[config.mk]
export PLATFORM = sky130hd
export DESIGN_NAME = uart_fifo_gen
export DESIGN_NICKNAME = d
export VERILOG_FILES = /design/src/rtl/uart_pkg.sv /design/src/rtl/uart_sync_fifo.sv /design/src/rtl/uart_fifo_gen.sv
export SDC_FILE = /design/constraint.sdc
export NUM_CORES = 1
export LEC_CHECK = 0
export BUFFER_PORTS_ARGS = -buffer_cell sky130_fd_sc_hd__buf_4
export CORE_MARGIN = 8
export CORE_UTILIZATION = 45
export DETAILED_ROUTE_END_ITERATION = 7
export GPL_TIMING_DRIVEN = 0
export SLEW_MARGIN = 5
export SYNTH_ARGS = -nofsm -noshare
export SYNTH_HDL_FRONTEND = slang
export SYNTH_HIERARCHICAL = 1
export SYNTH_SLANG_ARGS = --single-unit
[constraint.sdc]
create_clock -name clk -period 7 [get_ports clk]
set_clock_uncertainty 0.2 [all_clocks]
set_input_delay 1.4 -clock clk [delete_from_list [all_inputs] [get_ports clk]]
set_output_delay 1.4 -clock clk [all_outputs]
set_load 0.05 [all_outputs]
[src/rtl/uart_pkg.sv]
// Shared constants, state types and helpers for the uart_fifo_gen UART.
package uart_pkg;

    localparam logic [1:0] PAR_NONE  = 2'b00;
    localparam logic [1:0] PAR_ODD   = 2'b01;
    localparam logic [1:0] PAR_EVEN  = 2'b10;
    localparam logic [1:0] PAR_NINTH = 2'b11;

    localparam int unsigned STATUS_W    = 5;
    localparam int unsigned ST_NOISE    = 0;
    localparam int unsigned ST_FRAME    = 1;
    localparam int unsigned ST_PARITY   = 2;
    localparam int unsigned ST_OVERRUN  = 3;
    localparam int unsigned ST_NINTH    = 4;

    typedef enum logic [2:0] {
        RxIdle, RxStart, RxData, RxPar, RxStop, RxBreak
    } rx_state_e;

    typedef enum logic [2:0] {
        TxIdle, TxStart, TxData, TxPar, TxStop1, TxStop2
    } tx_state_e;

    // Bit sent in the parity slot; data_xor is the XOR of all data bits.
    function automatic logic tx_parity(input logic [1:0] mode, input logic data_xor,
                                       input logic ninth);
        case (mode)
            PAR_ODD:   return ~data_xor;
            PAR_EVEN:  return data_xor;
            PAR_NINTH: return ninth;
            default:   return 1'b0;
        endcase
    endfunction

endpackage

[src/rtl/uart_sync_fifo.sv]
// First-word fall-through synchronous FIFO; pointers carry an extra wrap bit.
module uart_sync_fifo
    import uart_pkg::*;
#(
    parameter int unsigned W     = 8,
    parameter int unsigned DEPTH = 16
) (
    input  logic                           clk,
    input  logic                           nreset,
    input  logic                           push_i,
    input  logic                           pop_i,
    input  logic [W-1:0]                   wdata_i,
    output logic [W-1:0]                   rdata_o,
    output logic                           full_o,
    output logic                           empty_o,
    output logic [$clog2(DEPTH+1)-1:0]     level_o
);
    localparam int unsigned AW = $clog2(DEPTH);
    localparam int unsigned LW = $clog2(DEPTH + 1);

    logic [AW:0]  wptr_q, wptr_d, rptr_q, rptr_d;
    logic [W-1:0] mem_q [DEPTH];
    logic         do_push, do_pop;

    assign empty_o = (wptr_q == rptr_q);
    assign full_o  = (wptr_q[AW-1:0] == rptr_q[AW-1:0]) && (wptr_q[AW] != rptr_q[AW]);
    assign do_pop  = pop_i && !empty_o;
    // A pop in the same cycle frees the slot, so a full FIFO still accepts the push.
    assign do_push = push_i && (!full_o || do_pop);

    always_comb begin
        wptr_d = wptr_q;
        rptr_d = rptr_q;
        if (do_push) wptr_d = wptr_q + (AW+1)'(1);
        if (do_pop)  rptr_d = rptr_q + (AW+1)'(1);
    end

    always_ff @(posedge clk or negedge nreset) begin
        if (!nreset) begin
            wptr_q <= '0;
            rptr_q <= '0;
        end else begin
            wptr_q <= wptr_d;
            rptr_q <= rptr_d;
        end
    end

    always_ff @(posedge clk) begin
        if (do_push) mem_q[wptr_q[AW-1:0]] <= wdata_i;
    end

    assign rdata_o = empty_o ? '0 : mem_q[rptr_q[AW-1:0]];
    assign level_o = LW'(wptr_q - rptr_q);

endmodule

[src/rtl/uart_fifo_gen.sv]
// Full-duplex UART with RX/TX FIFOs, 3-sample majority receive, parity and loopback.
// RX and TX each run their own baud counter; both FIFOs are first-word fall-through.
module uart_fifo_gen
    import uart_pkg::*;
#(
    parameter int unsigned DATA_W   = 8,
    parameter int unsigned RX_DEPTH = 16,
    parameter int unsigned TX_DEPTH = 16,
    parameter int unsigned BAUD_W   = 16
) (
    input  logic                             clk,
    input  logic                             nreset,
    input  logic                             rxd,
    output logic                             txd,
    input  logic [BAUD_W-1:0]                baudrate,
    input  logic [7:0]                       control,
    input  logic [DATA_W-1:0]                txdata,
    input  logic                             write_tx,
    output logic                             tx_full,
    output logic                             tx_empty,
    output logic [$clog2(TX_DEPTH+1)-1:0]    tx_level,
    output logic [DATA_W-1:0]                rxdata,
    output logic [STATUS_W-1:0]              rx_status,
    output logic                             rx_valid,
    input  logic                             read_rx,
    output logic [$clog2(RX_DEPTH+1)-1:0]    rx_level
);
    localparam int unsigned RXW = DATA_W + STATUS_W;

    logic [1:0] par_mode;
    logic       two_stop, discard, rx_en, loopback, tx_en, ninth_tx;
    assign par_mode = control[1:0];
    assign two_stop = control[2];
    assign discard  = control[3];
    assign rx_en    = control[4];
    assign loopback = control[5];
    assign tx_en    = control[6];
    assign ninth_tx = control[7];

    logic [BAUD_W-1:0] mid, mid_m1, mid_p1;
    assign mid    = baudrate >> 1;
    assign mid_m1 = mid - BAUD_W'(1);
    assign mid_p1 = mid + BAUD_W'(1);

    logic rxd_meta_q, rxd_sync_q, txd_q, txd_d;

    // ---------------- RX ----------------
    rx_state_e         rx_state_q, rx_state_d;
    logic [BAUD_W-1:0] rx_cnt_q, rx_cnt_d;
    logic [3:0]        rx_bit_q, rx_bit_d;
    logic [DATA_W-1:0] rx_shift_q, rx_shift_d;
    logic              rx_s0_q, rx_s0_d, rx_s1_q, rx_s1_d;
    logic              rx_noise_q, rx_noise_d, rx_perr_q, rx_perr_d;
    logic              rx_ninth_q, rx_ninth_d, rx_ovr_q, rx_ovr_d;
    logic              rx_line, rx_maj, rx_dis, rx_decide, rx_bit_end, rx_bad;
    logic              rx_push, rx_full, rx_empty;
    logic [STATUS_W-1:0] rx_stat;
    logic [RXW-1:0]    rx_wdata, rx_rdata;

    assign rx_line    = loopback ? txd_q : rxd_sync_q;
    assign rx_maj     = (rx_s0_q & rx_s1_q) | (rx_s0_q & rx_line) | (rx_s1_q & rx_line);
    assign rx_dis     = !((rx_s0_q == rx_s1_q) && (rx_s1_q == rx_line));
    assign rx_decide  = (rx_cnt_q == mid_p1);
    assign rx_bit_end = (rx_cnt_q == baudrate);
    assign rx_wdata   = {rx_stat, rx_shift_q};

    always_comb begin
        rx_state_d = rx_state_q;
        rx_cnt_d   = rx_cnt_q;
        rx_bit_d   = rx_bit_q;
        rx_shift_d = rx_shift_q;
        rx_s0_d    = rx_s0_q;
        rx_s1_d    = rx_s1_q;
        rx_noise_d = rx_noise_q;
        rx_perr_d  = rx_perr_q;
        rx_ninth_d = rx_ninth_q;
        rx_ovr_d   = rx_ovr_q;
        rx_push    = 1'b0;
        rx_stat    = '0;
        rx_bad     = 1'b0;
        if (rx_state_q inside {RxStart, RxData, RxPar, RxStop}) begin
            rx_cnt_d = rx_bit_end ? '0 : rx_cnt_q + BAUD_W'(1);
            if (rx_cnt_q == mid_m1) rx_s0_d = rx_line;
            if (rx_cnt_q == mid)    rx_s1_d = rx_line;
        end
        unique case (rx_state_q)
            RxIdle: begin
                if (rx_en && !rx_line) begin
                    rx_state_d = RxStart;
                    rx_cnt_d   = '0;
                    rx_bit_d   = '0;
                    rx_noise_d = 1'b0;
                    rx_perr_d  = 1'b0;
                    rx_ninth_d = 1'b0;
                end
            end
            RxStart: begin
                if (rx_decide) begin
                    rx_noise_d = rx_dis;
                    if (rx_maj) rx_state_d = RxIdle;
                end
                if (rx_bit_end) rx_state_d = RxData;
            end
            RxData: begin
                if (rx_decide) begin
                    rx_shift_d = {rx_maj, rx_shift_q[DATA_W-1:1]};
                    rx_noise_d = rx_noise_q | rx_dis;
                end
                if (rx_bit_end) begin
                    rx_bit_d = rx_bit_q + 4'd1;
                    if (rx_bit_q == 4'(DATA_W - 1)) begin
                        rx_state_d = (par_mode == PAR_NONE) ? RxStop : RxPar;
                    end
                end
            end
            RxPar: begin
                if (rx_decide) begin
                    rx_noise_d = rx_noise_q | rx_dis;
                    if (par_mode == PAR_NINTH) rx_ninth_d = rx_maj;
                    else rx_perr_d = (^{rx_shift_q, rx_maj}) != (par_mode == PAR_ODD);
                end
                if (rx_bit_end) rx_state_d = RxStop;
            end
            RxStop: begin
                // Decide mid-stop so the following start edge is never missed.
                if (rx_decide) begin
                    rx_stat[ST_NOISE]   = rx_noise_q | rx_dis;
                    rx_stat[ST_FRAME]   = !rx_maj;
                    rx_stat[ST_PARITY]  = rx_perr_q;
                    rx_stat[ST_OVERRUN] = rx_ovr_q;
                    rx_stat[ST_NINTH]   = rx_ninth_q;
                    rx_bad = rx_stat[ST_NOISE] | rx_stat[ST_FRAME] | rx_stat[ST_PARITY];
                    if (!(discard && rx_bad)) begin
                        if (rx_full && !read_rx) begin
                            rx_ovr_d = 1'b1;
                        end else begin
                            rx_push  = 1'b1;
                            rx_ovr_d = 1'b0;
                        end
                    end
                    rx_state_d = rx_maj ? RxIdle : RxBreak;
                end
            end
            RxBreak: begin
                if (rx_line) rx_state_d = RxIdle;
            end
            default: rx_state_d = RxIdle;
        endcase
    end

    uart_sync_fifo #(
        .W     (RXW),
        .DEPTH (RX_DEPTH)
    ) u_rx_fifo (
        .clk     (clk),
        .nreset  (nreset),
        .push_i  (rx_push),
        .pop_i   (read_rx),
        .wdata_i (rx_wdata),
        .rdata_o (rx_rdata),
        .full_o  (rx_full),
        .empty_o (rx_empty),
        .level_o (rx_level)
    );

    assign rxdata    = rx_rdata[DATA_W-1:0];
    assign rx_status = rx_rdata[DATA_W +: STATUS_W];
    assign rx_valid  = !rx_empty;

    // ---------------- TX ----------------
    tx_state_e         tx_state_q, tx_state_d;
    logic [BAUD_W-1:0] tx_cnt_q, tx_cnt_d;
    logic [3:0]        tx_bit_q, tx_bit_d;
    logic [DATA_W-1:0] tx_shift_q, tx_shift_d, tx_head;
    logic              tx_par_q, tx_par_d;
    logic              tx_pop, tx_next, tx_fifo_empty, tx_bit_end;

    assign tx_bit_end = (tx_cnt_q == baudrate);

    always_comb begin
        tx_state_d = tx_state_q;
        tx_cnt_d   = tx_cnt_q;
        tx_bit_d   = tx_bit_q;
        tx_shift_d = tx_shift_q;
        tx_par_d   = tx_par_q;
        tx_pop     = 1'b0;
        tx_next    = 1'b0;
        txd_d      = 1'b1;
        if (tx_state_q != TxIdle) tx_cnt_d = tx_bit_end ? '0 : tx_cnt_q + BAUD_W'(1);
        unique case (tx_state_q)
            TxIdle:  tx_next = 1'b1;
            TxStart: begin
                txd_d = 1'b0;
                if (tx_bit_end) begin
                    tx_state_d = TxData;
                    tx_bit_d   = '0;
                end
            end
            TxData: begin
                txd_d = tx_shift_q[0];
                if (tx_bit_end) begin
                    tx_shift_d = tx_shift_q >> 1;
                    tx_bit_d   = tx_bit_q + 4'd1;
                    if (tx_bit_q == 4'(DATA_W - 1)) begin
                        tx_state_d = (par_mode == PAR_NONE) ? TxStop1 : TxPar;
                    end
                end
            end
            TxPar: begin
                txd_d = tx_par_q;
                if (tx_bit_end) tx_state_d = TxStop1;
            end
            TxStop1: begin
                if (tx_bit_end) begin
                    if (two_stop) tx_state_d = TxStop2;
                    else tx_next = 1'b1;
                end
            end
            TxStop2: begin
                if (tx_bit_end) tx_next = 1'b1;
            end
            default: tx_state_d = TxIdle;
        endcase
        // Reloading straight from the last stop bit gives back-to-back frames.
        if (tx_next) begin
            if (tx_en && !tx_fifo_empty) begin
                tx_pop     = 1'b1;
                tx_state_d = TxStart;
                tx_cnt_d   = '0;
                tx_shift_d = tx_head;
                tx_par_d   = tx_parity(par_mode, ^tx_head, ninth_tx);
            end else begin
                tx_state_d = TxIdle;
            end
        end
    end

    uart_sync_fifo #(
        .W     (DATA_W),
        .DEPTH (TX_DEPTH)
    ) u_tx_fifo (
        .clk     (clk),
        .nreset  (nreset),
        .push_i  (write_tx),
        .pop_i   (tx_pop),
        .wdata_i (txdata),
        .rdata_o (tx_head),
        .full_o  (tx_full),
        .empty_o (tx_fifo_empty),
        .level_o (tx_level)
    );

    assign tx_empty = tx_fifo_empty && (tx_state_q == TxIdle);
    assign txd      = txd_q;

    always_ff @(posedge clk or negedge nreset) begin
        if (!nreset) begin
            rxd_meta_q <= 1'b1;
            rxd_sync_q <= 1'b1;
            txd_q      <= 1'b1;
            rx_state_q <= RxIdle;
            rx_cnt_q   <= '0;
            rx_bit_q   <= '0;
            rx_shift_q <= '0;
            rx_s0_q    <= 1'b1;
            rx_s1_q    <= 1'b1;
            rx_noise_q <= 1'b0;
            rx_perr_q  <= 1'b0;
            rx_ninth_q <= 1'b0;
            rx_ovr_q   <= 1'b0;
            tx_state_q <= TxIdle;
            tx_cnt_q   <= '0;
            tx_bit_q   <= '0;
            tx_shift_q <= '0;
            tx_par_q   <= 1'b0;
        end else begin
            rxd_meta_q <= rxd;
            rxd_sync_q <= rxd_meta_q;
            txd_q      <= txd_d;
            rx_state_q <= rx_state_d;
            rx_cnt_q   <= rx_cnt_d;
            rx_bit_q   <= rx_bit_d;
            rx_shift_q <= rx_shift_d;
            rx_s0_q    <= rx_s0_d;
            rx_s1_q    <= rx_s1_d;
            rx_noise_q <= rx_noise_d;
            rx_perr_q  <= rx_perr_d;
            rx_ninth_q <= rx_ninth_d;
            rx_ovr_q   <= rx_ovr_d;
            tx_state_q <= tx_state_d;
            tx_cnt_q   <= tx_cnt_d;
            tx_bit_q   <= tx_bit_d;
            tx_shift_q <= tx_shift_d;
            tx_par_q   <= tx_par_d;
        end
    end

endmodule
; ---- After elaboration in Yosys (flattened, before gate mapping)
; Memory sizes are Yosys's and may differ from the RTL's.
; Index checks and enable logic that the tools add are counted.
[word_totals]
wordCells = 215
mem_bits_rw = 336
reg_bits = 92
n_memories = 2
out_inout_bits = 27
in_bits = 37
[mem_list]
columns = memory, words, word_bits, rd, rd_ports_with_merged_regs, wr, line
row1 = u_rx_fifo.mem_q, 16, 13, 1, 0, 1, uart_sync_fifo.sv:22  ; logic [W-1:0] mem_q [DEPTH];
row2 = u_tx_fifo.mem_q, 16, 8, 1, 0, 1, uart_sync_fifo.sv:22
[op_classes]
reduce_logical = 47
n_addsub = 12
eq_ne = 51
n_mux = 71
bitwise = 10
[ops]
columns = op, n
row1 = $mux W16, 8
row2 = $eq A16 B16 Y1, 4
row3 = $mux W3, 18
row4 = $mux W8, 5
row5 = $add A16 B1 Y16 const B, 2
row6 = $ne A3 B3 Y1 const B, 8
row7 = $mux W1, 23
row8 = $add A5 B1 Y5 const B, 4
row9 = $ne A2 B2 Y1 const B, 10
row10 = $pmux W3 S6, 1
row11 = $add A15 B1 Y16 const B, 1
row12 = $eq A16 B15 Y1, 1
row13 = $mux W4, 4
row14 = $pmux W4 S2, 2
row15 = $sub A15 B1 Y16 const B, 1
row16 = $pmux W3 S5, 1
row17 = $mux W13, 1
row18 = $eq A3 B2 Y1 const B, 4
row19 = $eq A3 B3 Y1 const B, 4
row20 = $logic_and A1 B1 Y1, 12
row21 = $pmux W1 S3, 4
row22 = $reduce_and A4 Y1, 3
row23 = $eq A5 B5 Y1, 2
row24 = $mux W5, 2
row25 = other kinds (28), 66

; ---- Longest topological paths before layout
; Gate-level depths: netlist of the first run.
[depth]
depth_word = 14
depth_mapped = 15
ltp_nobuf = 12

; ---- Modules after synthesis
; Netlist of the first run, hierarchy kept.
[modules_own_cells]
columns = module, cells_per_inst, area_each_um2, n_inst, seq_area_each_um2
row1 = uart_sync_fifo at u_rx_fifo, 418, 8792.2, 1, 6496.2
row2 = uart_sync_fifo at u_tx_fifo, 299, 5754.3, 1, 4093.9
row3 = uart_fifo_gen, 651, 5566.6, 1, 1808.0

; ---- Worst setup path after synthesis of the first run
; Ideal clock, no wire load.
[synth_path]
path_type = input -> register
start = input baudrate[6]
end = memory u_rx_fifo/mem_q[3][0] (netlist bit), enable pin
setup_ns = 0.400
required_ns = 6.400
setup_slack_ns = 1.493
stages = 12
arrival_ns = 4.907
path_buffers = 2
cell_sequence = buf_2 -> nand4_2 -> or4_1 -> xnor2_1 -> a211oi_1 -> o2111ai_1 -> or2_1 -> nor3_1 -> o31a_1 -> buf_2 -> nand2_1 -> nor3_1
[synth_between]
elab_chain_cells = 7
[synth_lines]
columns = element, line
row1 = start: declaration, uart_fifo_gen.sv:15  ; input logic [BAUD_W-1:0] baudrate,
row2 = $add A15 B1 Y16, uart_fifo_gen.sv:43  ; assign mid_p1 = mid + BAUD_W'(1);
row3 = $eq A16 B16 Y1, uart_fifo_gen.sv:63  ; assign rx_decide = (rx_cnt_q == mid_p1);
row4 = $mux W1, uart_fifo_gen.sv:126  ; if (rx_decide) begin
row5 = $mux W1, uart_fifo_gen.sv:86  ; unique case (rx_state_q)
row6 = via rx_push, uart_fifo_gen.sv:56  ; logic rx_push, rx_full, rx_empty;
row7 = $logic_and A1 B1 Y1, uart_sync_fifo.sv:29  ; assign do_push = push_i && (!full_o || do_pop);
row8 = $mux W1, uart_sync_fifo.sv:49  ; if (do_push) mem_q[wptr_q[AW-1:0]] <= wdata_i;
row9 = $mux W1 (not written as such), uart_sync_fifo.sv:49
row10 = end: declaration, uart_sync_fifo.sv:22
; The timed path passes the listed nets, and every way through them passes these cells.

; ---- Worst setup path in the final report of the first run
[layout_path]
start = input baudrate[2]
end = memory u_rx_fifo/mem_q[10][8] (netlist bit), enable pin
; Same word-level chain as after synthesis.

==> results.sh, run 1 <==
export IMPL_cts_sinks=428
export IMPL_fin_nets=1544
export IMPL_synth_seq_cells=428
export IMPL_layout_drive_gt1_share_pct=19.79
export IMPL_cts_hold_buffers=0
export IMPL_crit_arrival_ps=5910
export IMPL_combPwrFrac_pct=29.4
export IMPL_first_pass_iters=5
export IMPL_timing_final_ws_setup_ps=1086
export IMPL_setup_viol=0
export IMPL_period_minus_slack_ps=5914
export IMPL_fin_crit_sh_pct=84.49
export IMPL_fmax_ghz=0.1691
export IMPL_critPathTopFamily="simple AND/OR/NAND/NOR gates"
export IMPL_ys_flop_type="edfxtp_1"
export IMPL_switching_share_pct=32.74
export IMPL_cts_buffers=45
export IMPL_yosysSeqAreaShare_pct=61.64
export IMPL_synth_top_family_by_area="multiplexers"
export IMPL_final_cell_area_um2=22910
export IMPL_syn_avg_cell_area_um2=14.70
export IMPL_ant_nets=0
export IMPL_wl_met3_um=2138
export IMPL_cts_tree="built"
export IMPL_synth_edf_count=336
export IMPL_syn_num_nets=1433
export IMPL_start_kind="primary input"
export IMPL_drc=0
export IMPL_initial_core_util_pct=45.58
export IMPL_cellPowerDensity_nw_per_um2=330.6
export IMPL_cap_viol_max_count=0
export IMPL_cts_root_buf="clkbuf_16"
export IMPL_drt_iter0_markers=911
export IMPL_synth_simple_area_share_pct=8.921
export IMPL_ys_warnings_count=6
export IMPL_critical_path_required_ps=6990
export IMPL_cts_clk_slew_worst_paths_ps=60
export IMPL_p_int_uw=5094
export IMPL_syn_area_um2=20110
export IMPL_rows=77
export IMPL_die_height_um=227.4
export IMPL_fp_dieArea_um2=51720
export IMPL_crit_slowest_cell="nor2_2"
export IMPL_pre_cts_slack_ps=158.4
export IMPL_p_seq_share_pct=39.7
export IMPL_antenna_cells=0
export IMPL_cp_max_fo=13
export IMPL_syn_inst=1368
export IMPL_top_layer_used="met4"
export IMPL_slowest_delay_ps=760
export IMPL_slew_headroom_pct=19.29
export IMPL_vias=11819
export IMPL_routed_wl_um=44720
export IMPL_dr_wl_met2_um=21830
export IMPL_antenna_found_initial=0
export IMPL_grt_overflow_total=0
export IMPL_wl_per_cell_um=21.22
export IMPL_crit_type="primary input to flop"
export IMPL_die_w_um=227.4
export IMPL_tightest_slew_ps=1206
export IMPL_synth_compound_area_share_pct=5.331
export IMPL_worstHoldPathType="flop to flop"
export IMPL_status="finished clean"
export IMPL_place_hpwl_um=30390
export IMPL_synth_xor_area_share_pct=5.748
export IMPL_viasPerCell=5.607
export IMPL_placed_cells=2023
export IMPL_drt_met1_wl_um=19760
export IMPL_final_util_pct=51.92
export IMPL_p_clk_share_pct=31.0
export IMPL_synthMuxAreaShare_pct=13.51
export IMPL_gp_congestion=0.8530
export IMPL_synth_fa_ha_area_share_pct=1.816
export IMPL_fp_coreArea_um2=44120
export IMPL_insertion_delay_ps=580
export IMPL_async_flop_share_pct=21.50
export IMPL_clockBufferDepth=3
export IMPL_grt_first_pass_wirelength_um=69390
export IMPL_ctsResizeCount=0
export IMPL_port_buffers=54
export IMPL_peakVddDrop_uv=368.3
export IMPL_leakagePower_uw=0.008074
export IMPL_cp_end_kind="flop"
export IMPL_tns_ps=0
export IMPL_switchingPower_uw=2479
export IMPL_finalHoldViolCount=0
export IMPL_slew_viol_final=0
export IMPL_rsz0062_at_grt="no"
export IMPL_htreeDepth=2
export IMPL_post_cts_buffers=0
export IMPL_final_common_cell="edfxtp_1"
export IMPL_synthDistinctLibCells=80
export IMPL_cp_cell_sequence="buf_4, clkbuf_1, inv_1, ha_1, xor2_1, nor2_1, o21ai_0, a2111oi_4, o2111ai_1, or2_1, nor3_1, o31a_1, buf_2, nand2_1, nor2_2"
export IMPL_final_cell_mix="edfxtp_1, xnor2_1, dfrtp_1"
export IMPL_instances_no_fill=2108
export IMPL_crit_buf_inv=4
export IMPL_first_global_vias=12063
export IMPL_dpl_cell_area_um2=21420
export IMPL_grt_total_usage_pct=17.40
export IMPL_ios=64
export IMPL_grt_max_degree=93
export IMPL_syn2layout_area_growth_pct=13.91
-- cell families (layout without fill, tap and decap cells) --
group                    Yosys count  count (layout)
multiplexers                     151             151
AO/OA/AOI/OAI                    161             161
XOR/XNOR                         132             132
AND/OR/NAND/NOR                  345             345
buffers and inverters            123             271
flip-flops                       428             428
adder cells (fa/ha/maj)           28              28
-- worst register-to-register path: stages (launching register included) --
cell,delay [ps]
dfrtp_1,330
clkbuf_1,350
xor2_1,370
xnor2_1,170
a31oi_1,190
a2111oi_4,460
o2111ai_1,350
or2_1,340
nor3_1,480
o31a_1,230
buf_2,190
nand2_1,180
nor2_2,760
-- state kept, by name (all words and copies together), names as in the netlist, 3 cells and up --
signal            cells
u_rx_fifo/rptr_q      5
tx_bit_q              4
u_tx_fifo/mem_q     128
rx_shift_q            8
rx_state_q            3
tx_cnt_q             16
u_rx_fifo/mem_q     208
rx_bit_q              4
u_tx_fifo/rptr_q      5
tx_state_q            3
u_rx_fifo/wptr_q      5
u_tx_fifo/wptr_q      5
rx_cnt_q             16
tx_shift_q            8
-- synthesized netlist by cell type (5+ instances only) --
cell / number / area share [%]
mux2_4: 8 / 0.60
a21oi_1: 37 / 0.92
and3_1: 16 / 0.50
nand2b_1: 9 / 0.28
nor2b_1: 5 / 0.16
o21ai_0: 41 / 1.0
xnor2_1: 92 / 4.0
dfstp_2: 5 / 0.65
nand3b_1: 5 / 0.19
dfrtp_1: 87 / 11
nand3_1: 31 / 0.77
a31oi_1: 6 / 0.19
buf_2: 21 / 0.52
nand4_1: 28 / 0.87
edfxtp_1: 336 / 50
ha_1: 26 / 1.6
inv_1: 36 / 0.67
o21ai_1: 16 / 0.40
buf_4: 6 / 0.22
mux2i_1: 33 / 1.6
mux4_1: 28 / 3.7
or3_1: 8 / 0.25
nor2_1: 92 / 1.7
o31ai_1: 5 / 0.19
clkbuf_1: 41 / 0.77
and2_1: 15 / 0.47
a211oi_1: 7 / 0.26
mux4_2: 54 / 6.0
mux2_2: 26 / 1.5
a21o_1: 7 / 0.26
buf_6: 11 / 0.62
nand2_1: 67 / 1.3
xor2_1: 40 / 1.7
nor3_1: 28 / 0.70
nor4_1: 13 / 0.40
and4_1: 7 / 0.30
-- power by group through the flow --
| stage | combinational [µW] | sequential, µW | clock (µW) |
|---|---|---|---|
| finish | 2220 | 3010 | 2340 |
| global route | 2390 | 3020 | 2500 |
| CTS | 2240 | 3010 | 2400 |
| detailed placement | 2240 | 3060 | 0 |
| global placement | 2210 | 3050 | 0 |
| floorplan | 1630 | 3020 | 0 |
-- final timing paths --
kind                              from                      to  slack, ps  depth (start not counted)
hold reg to reg             rxd_meta_q              rxd_sync_q        160                          0
setup / recovery           baudrate[2]  u_rx_fifo/mem_q[10][8]       1090                         15
setup reg to reg           rx_cnt_q[3]  u_rx_fifo/mem_q[10][8]       2010                         12
hold / removal              rxd_meta_q              rxd_sync_q        160                          0
min in group asynchronous       nreset            tx_cnt_q[14]        500                          1
max in group asynchronous       nreset                 rx_s1_q       5460                          2
-- per-layer routing --
layer | GRT usage, % | up-vias
met5 | 0 | -
met4 | 4.677 | 0
met3 | 3.452 | 66
met2 | 29.55 | 291
met1 | 22.70 | 6021
li1 | - | 5441
-- cell type report --
type / instances / area, µm²
clock inverters: 21 / 178.9
clock buffers: 63 / 1275
inverters: 40 / 150.1
multi-input cells: 817 / 7171
flip-flops and latches: 428 / 12400
fillers: 3736 / 21210
plain buffers: 83 / 459.2
repair buffers: 64 / 538.0
well taps: 592 / 740.7
-- stage by stage --
stage | total power (µW) | hold slack (ps)
2_1_floorplan | 4647 | 145.2
3_3_place_gp | 5257 | 146.4
3_5_place_dp | 5290 | 148.5
4_1_cts | 7649 | 157.2
5_1_grt | 7910 | 157.8
6_report | 7573 | 155.5
Note: power is estimated with default switching activity, not from simulation.
==> run 2, diff against run 1 <==
--- a/config.mk
+++ b/config.mk
@@ -5,6 +5,7 @@
 export SDC_FILE = /design/constraint.sdc
 export NUM_CORES = 1
 export LEC_CHECK = 0
+export ABC_AREA = 1
 export BUFFER_PORTS_ARGS = -buffer_cell sky130_fd_sc_hd__buf_4
 export CORE_MARGIN = 8
 export CORE_UTILIZATION = 45
==> constraint.sdc (replaced) <==
create_clock -name clk -period 6.01 [get_ports clk]
set_clock_uncertainty 0.2 [all_clocks]
set_input_delay 1.202 -clock clk [delete_from_list [all_inputs] [get_ports clk]]
set_output_delay 1.202 -clock clk [all_outputs]
set_load 0.05 [all_outputs]
==> run 2 against run 1 <==
Combinational power increased by 110%; wire length increased by 23%; flip-flop and latch count unchanged; synthesized cell count increased by 78%; final cell count increased by 51%; critical path type is now flop to flop; critical endpoint is now u_tx_fifo/mem_q[6][2]; highest routed layer unchanged.
==> results.sh, run 2 <==
export IMPL_cts_root_buf="clkbuf_16"
export IMPL_ys_warnings_count=6
export IMPL_layout_drive_gt1_share_pct=10.79
export IMPL_yosysMostFrequentCell="nand2_1"
export IMPL_yosysSeqAreaShare_pct=57.36
export IMPL_grt_first_pass_wirelength_um=86680
export IMPL_gp_congestion=0.9035
export IMPL_crit_type="flop to flop"
export IMPL_vias=16162
export IMPL_wl_per_cell_um=17.20
export IMPL_port_buffers=54
export IMPL_final_common_cell="nand2_1"
export IMPL_slew_headroom_pct=13.88
export IMPL_largest_reg_flops=208
export IMPL_switching_share_pct=40.80
export IMPL_ios=64
export IMPL_die_height_um=235.2
export IMPL_start_kind="flop"
export IMPL_critPathTopFamily="buffers and inverters"
export IMPL_tns_ps=0
export IMPL_viasPerCell=5.063
export IMPL_synth_top_area_share_pct=46.68
export IMPL_crit_slowest_cell="nor2_1"
export IMPL_synthDistinctLibCells=53
export IMPL_first_global_vias=15622
export IMPL_first_pass_iters=5
export IMPL_slew_viol_final=0
export IMPL_post_cts_buffers=0
export IMPL_routed_wl_um=54890
export IMPL_antenna_cells=0
export IMPL_leakagePower_uw=0.01094
export IMPL_cellPowerDensity_nw_per_um2=455.7
export IMPL_fp_dieArea_um2=55300
export IMPL_cp_max_fo=13
export IMPL_grt_total_usage_pct=19.63
export IMPL_p_seq_share_pct=31.5
export IMPL_fin_nets=2604
export IMPL_cp_cell_sequence="buf_2, clkinv_1, buf_2, ha_1, nand4_1, inv_1, nand2_1, clkinv_1, inv_1, nand2_1, a21oi_2, inv_1, nand2_1, nand2_4, inv_2, nand2_1, nor2_1"
export IMPL_syn_num_nets=2497
export IMPL_r2r_slack_ps=1190
export IMPL_insertion_delay_ps=590
export IMPL_crit_arrival_ps=4830
export IMPL_ant_nets=0
export IMPL_grt_overflow_total=0
export IMPL_synth_edf_count=336
export IMPL_fin_crit_sh_pct=80.24
export IMPL_cap_viol_max_count=0
export IMPL_peakVddDrop_uv=375.7
export IMPL_yosys_top_cells_area="edfxtp_1, nand2_1, dfrtp_1"
export IMPL_cp_end_kind="flop"
export IMPL_period_minus_slack_ps=4822
export IMPL_clockBufferDepth=3
export IMPL_worstHoldPathType="flop to flop"
export IMPL_final_cell_mix="nand2_1, inv_1, edfxtp_1"
export IMPL_cts_tree="built"
export IMPL_antenna_found_initial=2
export IMPL_cts_hold_buffers=0
export IMPL_drc=0
export IMPL_cpMostUsedCell="nand2_1"
export IMPL_die_w_um=235.2
export IMPL_p_clk_share_pct=26.7
export IMPL_cts_buffers=48
export IMPL_synth_seq_cells=428
export IMPL_setup_viol=0
export IMPL_drt_iter0_markers=1261
export IMPL_fmax_ghz=0.2074
export IMPL_combPwrFrac_pct=41.9
export IMPL_p_total_uw=11170
export IMPL_finalHoldViolCount=0
export IMPL_synthTopCellsByCount="nand2_1, inv_1, edfxtp_1"
export IMPL_place_hpwl_um=37830
export IMPL_syn_avg_cell_area_um2=8.887
export IMPL_rows=80
export IMPL_switchingPower_uw=4556
export IMPL_crit_buf_inv=8
export IMPL_tightest_slew_ps=1287
export IMPL_fp_coreArea_um2=47550
export IMPL_p_int_uw=6610
export IMPL_syn_inst=2432
export IMPL_rsz0062_at_grt="no"
export IMPL_critical_path_required_ps=6020
export IMPL_ctsResizeCount=0
export IMPL_grt_max_degree=93
export IMPL_ys_flop_type="edfxtp_1"
export IMPL_syn_area_um2=21610
export IMPL_slowest_delay_ps=680
export IMPL_cts_sinks=428
export IMPL_htreeDepth=2
export IMPL_initial_core_util_pct=45.46
export IMPL_async_flop_share_pct=21.50
export IMPL_synth_largest_area_cell="edfxtp_1"
export IMPL_cts_clk_slew_worst_paths_ps=60
export IMPL_syn2layout_area_growth_pct=13.37
export IMPL_status="finished clean"
## run 2: cell types whose count changed in the layout (fill, tap and decap cells not counted), sizes merged, moves of 33 or more
cell	delta
clkbuf	-37
inv	+330
mux2	-36
mux2i	-33
mux4	-82
nand2	+801
nand3	+204
nor2	+52
xnor2	-53
## run 2: worst register-to-register path, stage by stage (launching register included)
cell,delay [ps]
dfrtp_1,390
buf_2,230
clkinv_1,250
buf_2,270
ha_1,320
nand4_1,120
inv_1,50
nand2_1,150
clkinv_1,290
inv_1,200
nand2_1,120
a21oi_2,520
inv_1,130
nand2_1,140
nand2_4,80
inv_2,120
nand2_1,190
nor2_1,680
## run 2: per-layer routing
metal	vias up	global-route usage, %	part of all wire (%)
met5	-	0	0
met4	0	5.953	2.5
met3	76	2.657	5.2
met2	410	31.92	46
met1	7706	27.17	46
li1	7970	-	-
## run 2: logic make-up after synthesis
family / count (synthesis) / synth area share, %
AO/OA/AOI/OAI: 125 / 3.254
adder cells (fa/ha/maj): 28 / 1.690
XOR/XNOR: 81 / 3.317
flip-flops: 428 / 57.36
buffers and inverters: 457 / 8.967
AND/OR/NAND/NOR: 1313 / 25.41
## run 2: path summary, 6_finish.rpt
kind / depth (start not counted) / from / to
setup / recovery: 17 / u_tx_fifo/rptr_q[1] / u_tx_fifo/mem_q[6][2]
min in group asynchronous: 1 / nreset / rx_cnt_q[10]
max in group asynchronous: 2 / nreset / rx_s0_q
hold / removal: 0 / rxd_meta_q / rxd_sync_q
setup reg to reg: 17 / u_tx_fifo/rptr_q[1] / u_tx_fifo/mem_q[6][2]
hold reg to reg: 0 / rxd_meta_q / rxd_sync_q
## run 2: power groups by stage
stage,clock network (µW),logic [µW],registers (µW)
2_1_floorplan,0,3300,3550
3_5_place_dp,0,4650,3570
5_1_grt,3160,5120,3540
4_1_cts,3050,4670,3510
3_3_place_gp,0,4600,3570
6_report,2980,4670,3510
## run 2: layout make-up
type                       count  area (µm²)
buffer                        82       526.8
clock inverter                28       307.8
tap                          615       769.5
clock buffer                  60        1318
fill                        4349       23040
timing repair buffer          57       466.7
inverter                     375        1411
sequential                   428       12400
multi-input combinational   1547        7305
## run 2: per-stage QoR
step	util, %	cell area [µm²]	std cells	hold WS [ps]	setup slack [ps]
CTS	51.43	24450	3191	167.4	1181
detailed placement	48.01	22830	3103	154.9	662.2
global placement	47.93	22790	3101	146.6	583.5
finish	51.53	24500	3192	168.9	1188
floorplan	-	21610	2432	145.2	2086
global route	51.53	24500	3192	172.4	827.8
==> run 3, diff against run 2 <==
==> constraint.sdc (replaced) <==
create_clock -name clk -period 4.9 [get_ports clk]
set_clock_uncertainty 0.2 [all_clocks]
set_input_delay 0.98 -clock clk [delete_from_list [all_inputs] [get_ports clk]]
set_output_delay 0.98 -clock clk [all_outputs]
set_load 0.05 [all_outputs]
==> run 3 against run 2 <==
Non-clock buffer count is the same; global-route usage is the same; first-iteration DRC count grew 0.24%; sequential share of layout area shrank 0.093 points; hold slack lost 100 ps; register-to-register slack lost 760 ps; critical path type is now flop to output port; largest cell class unchanged.
==> results.sh, run 3 (same netlist as run 2, synthesis figures left out) <==
export IMPL_status="finished clean"
export IMPL_worstHoldPathType="primary input to asynchronous set/reset pin"
export IMPL_cellPowerDensity_nw_per_um2=558.9
export IMPL_ant_nets=0
export IMPL_layout_drive_gt1_share_pct=11.37
export IMPL_setup_viol=0
export IMPL_finalHoldViolCount=0
export IMPL_gp_congestion=0.9035
export IMPL_grtUsageMet2_pct=31.92
export IMPL_grt_first_pass_wirelength_um=86680
export IMPL_grt_total_usage_pct=19.63
export IMPL_grt_max_degree=93
export IMPL_instances_no_fill=3192
export IMPL_slew_headroom_pct=14.65
export IMPL_die_w_um=235.2
export IMPL_grt_busiest_layer="met2"
export IMPL_drc=0
export IMPL_cts_tree="built"
export IMPL_final_cell_mix="nand2_1, inv_1, edfxtp_1"
export IMPL_final_common_cell="nand2_1"
export IMPL_placed_cells=3103
export IMPL_grt_overflow_total=0
export IMPL_critical_path_required_ps=3720
export IMPL_syn2layout_area_growth_pct=13.58
export IMPL_tightest_slew_ps=1276
export IMPL_antenna_found_initial=2
export IMPL_antenna_cells=0
export IMPL_rsz0062_at_grt="no"
export IMPL_first_global_vias=15622
export IMPL_leakagePower_uw=0.01093
export IMPL_peakVddDrop_uv=461.4
export IMPL_fp_coreArea_um2=47550
export IMPL_die_height_um=235.2
export IMPL_largest_reg_flops=208
export IMPL_period_minus_slack_ps=4488
export IMPL_cts_hold_buffers=0
export IMPL_timing_hold_ws_ps=65.38
export IMPL_cap_viol_max_count=0
export IMPL_use_met1_pct=27.17
export IMPL_vias=16188
export IMPL_initial_core_util_pct=45.46
export IMPL_crit_type="flop to output port"
export IMPL_insertion_delay_ps=590
export IMPL_routed_wl_um=54940
export IMPL_cts_sinks=428
export IMPL_cts_clk_slew_worst_paths_ps=60
export IMPL_drt_iter0_markers=1264
export IMPL_rows=80
export IMPL_wl_per_cell_um=17.21
export IMPL_clockBufferDepth=3
export IMPL_dpl_cell_area_um2=22830
export IMPL_cts_root_buf="clkbuf_16"
export IMPL_final_cell_area_um2=24550
export IMPL_cp_max_fo=10
export IMPL_port_buffers=54
export IMPL_fin_nets=2604
export IMPL_place_hpwl_um=37830
export IMPL_cts_buffers=48
export IMPL_start_kind="flop"
export IMPL_htreeDepth=2
export IMPL_use_met3_pct=2.657
export IMPL_crit_arrival_ps=3310
export IMPL_first_pass_iters=5
export IMPL_fp_dieArea_um2=55300
export IMPL_fin_crit_sh_pct=91.60
export IMPL_cp_end_kind="output port"
export IMPL_slew_viol_final=0
export IMPL_viasPerCell=5.071
export IMPL_fmax_ghz=0.2228
export IMPL_ios=64
[run 3: per-layer routing]
layer  share of wire (%)  vias up
li1                    -     7966
met1                  46     7709
met2                  46      436
met3                 5.4       77
met4                 2.5        0
met5                   0        -
[run 3: final timing paths]
| path | startpoint | slack, ps | endpoint | depth (start not counted) |
|---|---|---|---|---|
| max | u_rx_fifo/rptr_q[3] | 410 | rxdata[4] | 10 |
| min | nreset | 70 | rx_cnt_q[10] | 1 |
| max reg2reg | u_tx_fifo/rptr_q[1] | 430 | u_tx_fifo/mem_q[14][4] | 17 |
| min reg2reg | rxd_meta_q | 170 | rxd_sync_q | 0 |
| max in group asynchronous | nreset | 3760 | rx_s0_q | 2 |
| min in group clk | rxd_meta_q | 170 | rxd_sync_q | 0 |
[run 3: critical path, cell delays in order (launching register included)]
cell and delay (ps):
dfrtp_1 400, inv_2 130, clkbuf_1 550, ha_1 410, nand4_1 150, inv_1 50, nand2_1 160, inv_1 160
buf_4 220, a21oi_1 220, buf_4 250
[run 3: repair_timing]
action	in CTS	in global routing
gates resized for setup	0	16
setup endpoints to repair	0	120
setup buffers	0	0
[run 3: final cells by class]
type,count,area [µm²]
clock inverters,28,307.8
plain buffers,82,526.8
inverters,375,1411
fillers,4344,23000
well taps,615,769.5
clock buffers,60,1318
multi-input cells,1547,7350
flip-flops and latches,428,12400
repair buffers,57,466.7
[run 3: metrics by stage]
| stage | power, µW | worst slack (ps) | TNS, ps | utilization [%] |
|---|---|---|---|---|
| floorplan | 8392 | 1198 | 0 | - |
| global placement | 10010 | -304.5 | -13370 | 47.93 |
| detailed placement | 10080 | -225.8 | -14160 | 48.01 |
| CTS | 13780 | 70.67 | 0 | 51.43 |
| global route | 14520 | 73.77 | 0 | 51.63 |
| finish | 13720 | 411.7 | 0 | 51.63 |
[run 3: where the power goes]
group          leakage (µW)  total [µW]  internal [µW]  switching (µW)
Combinational       0.00631        5760           1780            3970
Sequential          0.00382        4310           4150             160
Clock              0.000800        3650           2180            1470
